==> src/rtl/rom_fetch_unit.sv <==
// Instruction-fetch front end: drives the synchronous program ROM, absorbs its
// one-cycle read latency and buffers fetched bytes in a small prefetch FIFO.
module rom_fetch_unit #(
  parameter int ADDR_WIDTH = 8,
  parameter int DATA_WIDTH = 8,
  parameter int DEPTH      = 4,
  parameter logic [ADDR_WIDTH-1:0] RESET_PC = '0
) (
  input  logic                  CLK,
  input  logic                  RESET,
  output logic [ADDR_WIDTH-1:0] ROM_ADDRESS,
  input  logic [DATA_WIDTH-1:0] ROM_DATA,
  input  logic                  HALT,
  input  logic                  REDIRECT,
  input  logic [ADDR_WIDTH-1:0] REDIRECT_ADDR,
  output logic [DATA_WIDTH-1:0] INSTR_DATA,
  output logic [ADDR_WIDTH-1:0] INSTR_ADDR,
  output logic                  INSTR_VALID,
  input  logic                  INSTR_READY
);

  localparam int PW = (DEPTH > 1) ? $clog2(DEPTH) : 1;
  localparam int CW = $clog2(DEPTH + 1);
  localparam logic [CW:0] DEPTH_V = (CW+1)'(DEPTH);

  logic [ADDR_WIDTH-1:0] pc_r;
  logic                  inflight_r;
  logic [ADDR_WIDTH-1:0] inflight_addr_r;
  logic [PW-1:0]         wr_ptr_r;
  logic [PW-1:0]         rd_ptr_r;
  logic [CW-1:0]         count_r;
  logic [DATA_WIDTH-1:0] mem_data_r [DEPTH];
  logic [ADDR_WIDTH-1:0] mem_addr_r [DEPTH];

  logic          valid_s;
  logic          pop_s;
  logic          push_s;
  logic          issue_s;
  logic [CW:0]   occ_s;

  // Handshake and issue decisions for the current cycle
  always_comb begin
    valid_s = 1'b0;
    pop_s   = 1'b0;
    push_s  = 1'b0;
    issue_s = 1'b0;
    occ_s   = {(CW+1){1'b0}};
    if (count_r != {CW{1'b0}}) begin
      valid_s = 1'b1;
    end else begin
      valid_s = 1'b0;
    end
    pop_s  = valid_s & INSTR_READY & ~REDIRECT;
    push_s = inflight_r & ~REDIRECT;
    // Slots already promised (buffered + in flight) minus the one leaving now
    occ_s  = {1'b0, count_r} + {{CW{1'b0}}, inflight_r} - {{CW{1'b0}}, pop_s};
    if (occ_s < DEPTH_V) begin
      issue_s = ~HALT & ~REDIRECT;
    end else begin
      issue_s = 1'b0;
    end
  end

  // Fetch PC, in-flight tracking, FIFO pointers and occupancy
  always_ff @(posedge CLK) begin
    if (RESET) begin
      pc_r            <= RESET_PC;
      inflight_r      <= 1'b0;
      inflight_addr_r <= {ADDR_WIDTH{1'b0}};
      wr_ptr_r        <= {PW{1'b0}};
      rd_ptr_r        <= {PW{1'b0}};
      count_r         <= {CW{1'b0}};
    end else if (REDIRECT) begin
      pc_r            <= REDIRECT_ADDR;
      inflight_r      <= 1'b0;
      inflight_addr_r <= inflight_addr_r;
      wr_ptr_r        <= {PW{1'b0}};
      rd_ptr_r        <= {PW{1'b0}};
      count_r         <= {CW{1'b0}};
    end else begin
      if (issue_s) begin
        pc_r            <= pc_r + ADDR_WIDTH'(1);
        inflight_r      <= 1'b1;
        inflight_addr_r <= pc_r;
      end else begin
        inflight_r      <= 1'b0;
      end
      if (push_s) begin
        wr_ptr_r <= wr_ptr_r + PW'(1);
      end
      if (pop_s) begin
        rd_ptr_r <= rd_ptr_r + PW'(1);
      end
      case ({push_s, pop_s})
        2'b10:   count_r <= count_r + CW'(1);
        2'b01:   count_r <= count_r - CW'(1);
        default: count_r <= count_r;
      endcase
    end
  end

  // FIFO storage: captures the ROM byte together with the address it came from
  always_ff @(posedge CLK) begin
    if (!RESET && push_s) begin
      mem_data_r[wr_ptr_r] <= ROM_DATA;
      mem_addr_r[wr_ptr_r] <= inflight_addr_r;
    end
  end

  // Decoder-facing head of the FIFO, forced to zero while empty
  always_comb begin
    INSTR_VALID = valid_s;
    if (valid_s) begin
      INSTR_DATA = mem_data_r[rd_ptr_r];
      INSTR_ADDR = mem_addr_r[rd_ptr_r];
    end else begin
      INSTR_DATA = {DATA_WIDTH{1'b0}};
      INSTR_ADDR = {ADDR_WIDTH{1'b0}};
    end
  end

  assign ROM_ADDRESS = pc_r;

endmodule

==> config.mk <==
export PLATFORM = sky130hd
export DESIGN_NAME = rom_fetch_unit
export DESIGN_NICKNAME = d
export VERILOG_FILES = /design/src/rtl/rom_fetch_unit.sv
export SDC_FILE = /design/constraint.sdc
export NUM_CORES = 1
export LEC_CHECK = 0
export CAP_MARGIN = 30
export CORE_MARGIN = 5
export CORE_UTILIZATION = 59
export DETAILED_ROUTE_END_ITERATION = 16
export GPL_TIMING_DRIVEN = 0
export PLACE_DENSITY = 0.92
export REMOVE_ABC_BUFFERS = 1
export SLEW_MARGIN = 10
export SYNTH_ARGS = -nofsm -noshare
export SYNTH_HDL_FRONTEND = slang
export SYNTH_SLANG_ARGS = --single-unit
==> constraint.sdc <==
create_clock -name CLK -period 7.04 [get_ports CLK]
set_clock_uncertainty 0.2 [all_clocks]
set_input_delay 2.112 -clock CLK [delete_from_list [all_inputs] [get_ports CLK]]
set_output_delay 2.112 -clock CLK [all_outputs]
set_load 0.05 [all_outputs]
==> flow_metrics.tcl <==
set metrics [dict create \
    status "complete, no violations" \
    dp_hpwl_um 4570 \
    yosys-top-cells-count "edfxtp_1, dfxtp_1, nor2_1, nor2b_1, mux4_2" \
    clk_pin_slew_ns 0.09 \
    htree_levels 3 \
    drt_iter0_markers 144 \
    powerDensity_nw_per_um2 213 \
    p_leak_nw 1.51 \
    yosysSeqAreaShare_pct 63.6 \
    wl_um 6690 \
    pwr-share-comb_pct 6.2 \
    dieWidth_um 90.7 \
    rsz0062_at_grt "no" \
    grt_pass1_vias 2237 \
    start_kind "primary input" \
    cts-buffers-inserted 9 \
    synth_edf_count 64 \
    maxSlewViolCount 0 \
    cts_buffer_depth 2 \
    yosys_warnings 0 \
    fill_cells 410 \
    regArea_um2 2440 \
    period_share_pct 86.0 \
    cts.repair.resized 0 \
    ctsHoldBuffers 0 \
    clock-sinks 90 \
    viasPerCell 5.81 \
    yosysTopAreaCellShare_pct 50.1 \
    tritoncts "built" \
    overflow 0 \
    die_h_um 90.7 \
    synth.most_common_cell "edfxtp_1" \
    fin_crit_ns 6.05 \
    ant_nets 0 \
    seq_power_share_pct 59.8 \
    coreArea_um2 6350 \
    dieArea_um2 8220 \
    p_int_w 0.000761 \
    drv_cap 0 \
    postCtsSetupBuffers 0 \
    grt_max_degree 23 \
    setup_tns_ns 0 \
    grtUsageTotal_pct 17.2 \
    antenna_cells 0 \
    endpoint_kind "flip-flop" \
    p_switching_w 0.000207 \
    placedCellCount 366 \
    postSynthAreaPerCell_um2 15.1 \
    power_w 0.000968 \
    ys_ff_latch 90 \
    async_flop_share_pct 0 \
    port_buffers 45 \
    root_buffer "clkbuf_8" \
    setup_viol 0 \
    drc 0 \
    power_frac_clock_pct 34.0 \
    num_rows 29 \
    netlist_area_um2 3840 \
    initial_core_util_pct 60.5 \
    relSlewSlack_pct 42.0 \
    instances_no_fill 382 \
    synth.largest_area_cell "edfxtp_1" \
    tightest_slew_ns 0.863 \
    synth.distinct_cells 49 \
    firstDrtPassIters 4 \
    dominantRegCellSynth "edfxtp_1" \
    antenna_found_initial 0 \
    io_pins 46 \
    synthCells 254 \
    syn_to_final_growth_pct 18.3 \
    swShare_pct 21.4 \
    postPlaceCellArea_um2 4360 \
    wl_per_cell_um 17.5 \
    multi_input_area_um2 1290 \
    hold_violations 0 \
    critPathArrivalTime_ns 6.06 \
    final_cell_area_um2 4540 \
    clock_latency_ns 0.34 \
    routabilityCongestion 0.840 \
    critPathKind "primary input to flip-flop" \
    synthTopCellsByArea "edfxtp_1, dfxtp_1, mux4_2" \
    drive_above_1_share_pct 13.8 \
    required_ns 7.05 \
    grt_pass1_wl_um 11100 \
    num-nets-final 332 \
    ir_worst_vdd_uv 134 \
    worstHoldPathType "flip-flop to flip-flop" \
    clock.fmax_mhz 165 \
    vias 2218 \
    critPathMaxFanout 22 \
]
-- critical path, cell delays in order --
cell and delay (ns):
clkdlybuf4s50_1 0.82, nor3b_1 0.69, ha_1 0.26, inv_1 0.04
ha_1 0.29, and4b_4 0.20, a2111o_1 0.48, nor4_4 0.79
nand3_1 0.17, nor3b_2 0.20
-- area by class of cell --
type | count | share of cell area [%]
Clock buffer | 11 | 2.89
Tap cell | 77 | 2.12
Inverter | 14 | 1.16
Multi-Input combinational cell | 138 | 28.4
Sequential cell | 90 | 53.8
Clock inverter | 5 | 1.21
Timing Repair Buffer | 47 | 10.4
-- cells by family (layout without fill, tap and decap cells) --
kind of cell    after synthesis  in the layout  share of synthesized area [%]
mux                          24             24                           11.5
simple gates                 72             72                           12.1
xor+xnor                      8              8                           1.83
compound gates               23             23                           4.34
fa+ha+maj                    11             11                           3.78
flops                        90             90                           63.6
buf+inv                      26             77                           2.87
-- worst paths after layout --
path	start	end	slack (ns)	cells after the start
worst min-delay path	inflight_addr_r[5]	mem_addr_r[2][5]	0.31	0
worst min register to register	inflight_addr_r[5]	mem_addr_r[2][5]	0.31	0
worst max register to register	count_r[2]	ROM_ADDRESS[0]	3.01	10
worst max-delay path	REDIRECT	ROM_ADDRESS[0]	0.99	10
-- power by group through the flow --
stage	logic [W]	clock network [W]	registers (W)
final	0.0000603	0.000329	0.000579
after global routing	0.0000645	0.000360	0.000580
after CTS	0.0000608	0.000335	0.000578
after detailed placement	0.0000604	0	0.000591
after global placement	0.0000588	0	0.000590
after floorplan	0.0000211	0	0.000600
-- registers in the layout, summed over array words and instances (netlist names), named ones only --
| signal | count |
|---|---|
| ROM_ADDRESS | 8 |
| inflight_addr_r | 8 |
| mem_data_r | 32 |
| inflight_r | 1 |
| mem_addr_r | 32 |
| count_r | 3 |
| rd_ptr_r | 2 |
| wr_ptr_r | 2 |
-- metal layers --
metal,vias to the layer above,part of all wire (%),routed length [um],GRT usage [%]
met3,6,7.0,466,4.83
met1,1076,41,2710,21.6
met2,79,51,3450,28.3
li1,1057,-,-,-
met5,-,0,0,0
met4,0,1.0,68,6.33
-- placed cells by master, fill, tap and decap left out, types with 2 or more instances in the layout --
| master | count |
|---|---|
| xor2_1 | 4 |
| a311oi_1 | 2 |
| a21oi_1 | 8 |
| nor4_1 | 2 |
| dfxtp_1 | 26 |
| clkbuf_8 | 9 |
| and3_2 | 3 |
| clkinv_4 | 2 |
| clkdlybuf4s50_1 | 45 |
| edfxtp_1 | 64 |
| o31a_1 | 2 |
| xnor2_1 | 4 |
| a2111oi_0 | 2 |
| mux2i_1 | 8 |
| inv_1 | 14 |
| and4_1 | 2 |
| nand2_1 | 3 |
| ha_1 | 10 |
| or4_1 | 2 |
| nor4_4 | 2 |
| clkbuf_1 | 2 |
| clkinv_1 | 2 |
| o21a_1 | 3 |
| nor2b_1 | 18 |
| nor2_1 | 18 |
| mux4_2 | 16 |
| and3_1 | 3 |
| nor3b_1 | 2 |
| nand3_1 | 4 |
-- per-stage QoR --
step                      util (%)  setup WS [ns]  hold WS [ns]
after floorplan                  -           2.06         0.259
after global placement        68.2          0.683         0.280
after detailed placement      68.6          0.622         0.294
after CTS                     71.5          0.993         0.315
after global routing          71.5          0.734         0.327
final                         71.5          0.988         0.314
(Power assumes the default switching activity.)
==> patch (config.mk and constraints unchanged) <==
Set the parameter `DEPTH` to 2 (it was 4).
--- a/src/rtl/rom_fetch_unit.sv
+++ b/src/rtl/rom_fetch_unit.sv
@@ -3,7 +3,7 @@
 module rom_fetch_unit #(
   parameter int ADDR_WIDTH = 8,
   parameter int DATA_WIDTH = 8,
-  parameter int DEPTH      = 4,
+  parameter int DEPTH      = 2,
   parameter logic [ADDR_WIDTH-1:0] RESET_PC = '0
 ) (
   input  logic                  CLK,
Check against the original RTL: not equivalent (Yosys sat finds a counterexample within 4 cycles, from zero or initial values and one cycle with RESET high).
==> patch against the unedited design <==
Routed wire length down 39%; critical path depth down 1; synthesized cell count down 26%; sequential cell count down 36; synthesized area down 42%; cell count down 26%; count of clock-buffer cells in the layout down 5; worst setup slack better by 550 ps; global-route usage down 0.12 points; core utilization up 6.0 points; cell area down 38%; total power down 41%; hold slack worse by 52 ps; highest routed layer unchanged.
==> patch: results (changes against the unedited design) <==
Parameter                              Value

Outcome
  Status ... completed

Critical path
  Data arrival time at the worst-slack endpoint ... 5520 ps (-540 ps)
  Critical path's slowest cell ... sky130_fd_sc_hd__clkdlybuf4s50_1
  Biggest fanout along the worst timing path ... 18 (-18%)
  Maximum cell stage delay along the critical path ... 880 ps (+60 ps)

Synthesis
  Post-synthesis compound-gate area fraction ... 0.07697 (+0.03362)
  Count of different cell masters after synthesis ... 34 (-31%)
  Cell types occupying the most area after synthesis ... sky130_fd_sc_hd__edfxtp_1, sky130_fd_sc_hd__dfxtp_1, sky130_fd_sc_hd__mux2i_1, sky130_fd_sc_hd__nand2_1, sky130_fd_sc_hd__nor2_1
  Share of synthesized area occupied by flip-flops and latches ... 0.6338 (-0.002402)
  Post-synthesis mux area share ... 0.07244 (-0.04229)
  Number of synthesized flops with an enable pin ... 32 (-50%)
  Most instantiated cells after synthesis ... sky130_fd_sc_hd__edfxtp_1, sky130_fd_sc_hd__nand2_1, sky130_fd_sc_hd__nor2_1
  Synthesized-area fraction occupied by xor and xnor cells ... 0.02716 (+0.008912)
  Mean Syn Cell Area ... 11.70 um^2 (-23%)
  Share of flip-flops with an asynchronous set or reset ... 0 (unchanged)
  Synth Area in Adders ... 0.02603 (-0.01178)
  Synthesis warning total ... 0 (unchanged)

Place
  Final HPWL DP ... 2.976 mm (-35%)
  Pre-CTS setup slack ... 1247 ps (+624.7 ps)
  RePlAce Congestion ... 0.7901 (-6.0%)
  DP Area ... 2721 um^2 (-38%)

Layout
  Nets@finish ... 259 (-22%)
  Reg area ... 1401 um^2 (-43%)
  Biggest registers after layout ... mem_addr_r (16), mem_data_r (16)
  Filler cells ... 251 (-39%)
  Layout cell share with drive strength beyond 1 ... 0.06383 (-0.07388)
  Number of cells in the finished layout apart from fillers ... 283 (-26%)

Clocking
  Deepest level of the CTS H-tree ... 2 (-1)
  Clock transition at the registers of the reported paths ... 80 ps
  Clock Tree Root ... sky130_fd_sc_hd__clkbuf_8
  Clock latency on the worst-skew pair ... 300 ps (-40 ps)
  Longest Clk Path Bufs ... 2 (unchanged)
  Clock buffers created by TritonCTS ... 5 (-4)

Global routing
  Met1 track demand over resource in global routing ... 0.1935 (-0.02226)
  Vias in the first global route ... 1515 (-32%)
  GRT Overall Usage ... 0.1704 (-0.001227)
  Global route total overflow ... 0 (unchanged)
  Met2 usage ... 0.3010 (+0.01833)
  Met3 track utilization from global routing ... 0.05470 (+0.006365)
  Initial antenna violation count ... 0 (unchanged)
  Global-route wire length before repair ... 6.734 mm (-39%)
  Maximum number of pins on one net before global-route repair ... 26 (+13%)

Detailed routing
  Wire length per cell ... 14.37 um (-18%)
  Detailed router's first-iteration violation count ... 54 (-63%)
  Total number of vias ... 1555 (-30%)
  Initial DRT Pass Iterations ... 4 (unchanged)

Worst hold path
  Worst Hold Class ... reg2reg

Power and ir drop
  Peak ir drop on the vdd network ... 0.1383 mV (+3.5%)
  Leak ... 0.9304 nW (-38%)

Timing
  Max-slew headroom at the worst pin ... 0.4020 (-0.01806)
## patch: cell type report
cell class              instances  share of cell area
inverters                       3            0.003998
flip-flops and latches         54              0.4976
clock buffers                   6             0.02932
repair buffers                 48              0.1706
multi-input cells             122              0.2728
clock inverters                 2            0.004442
well taps                      48             0.02132
## patch: final timing paths
kind	start	to	slack [ps]	cells after the start
worst min-delay path	inflight_addr_r[1]	mem_addr_r[1][1]	260	0
worst max-delay path	REDIRECT	ROM_ADDRESS[6]	1530	9
worst min register to register	inflight_addr_r[1]	mem_addr_r[1][1]	260	0
worst max register to register	count_r[1]	ROM_ADDRESS[6]	3590	9
## patch: where the power goes
part	switching [mW]	internal, mW	leakage (nW)
clock network	0.0924	0.0790	0.0472
registers	0.00577	0.338	0.492
logic	0.0287	0.0221	0.391
total	0.127	0.439	0.930
## patch: layer usage
metal / share of wire / routed length, um
met5: 0 / 0
met4: 0.020 / 82
met3: 0.070 / 286
met2: 0.51 / 2054
met1: 0.40 / 1642
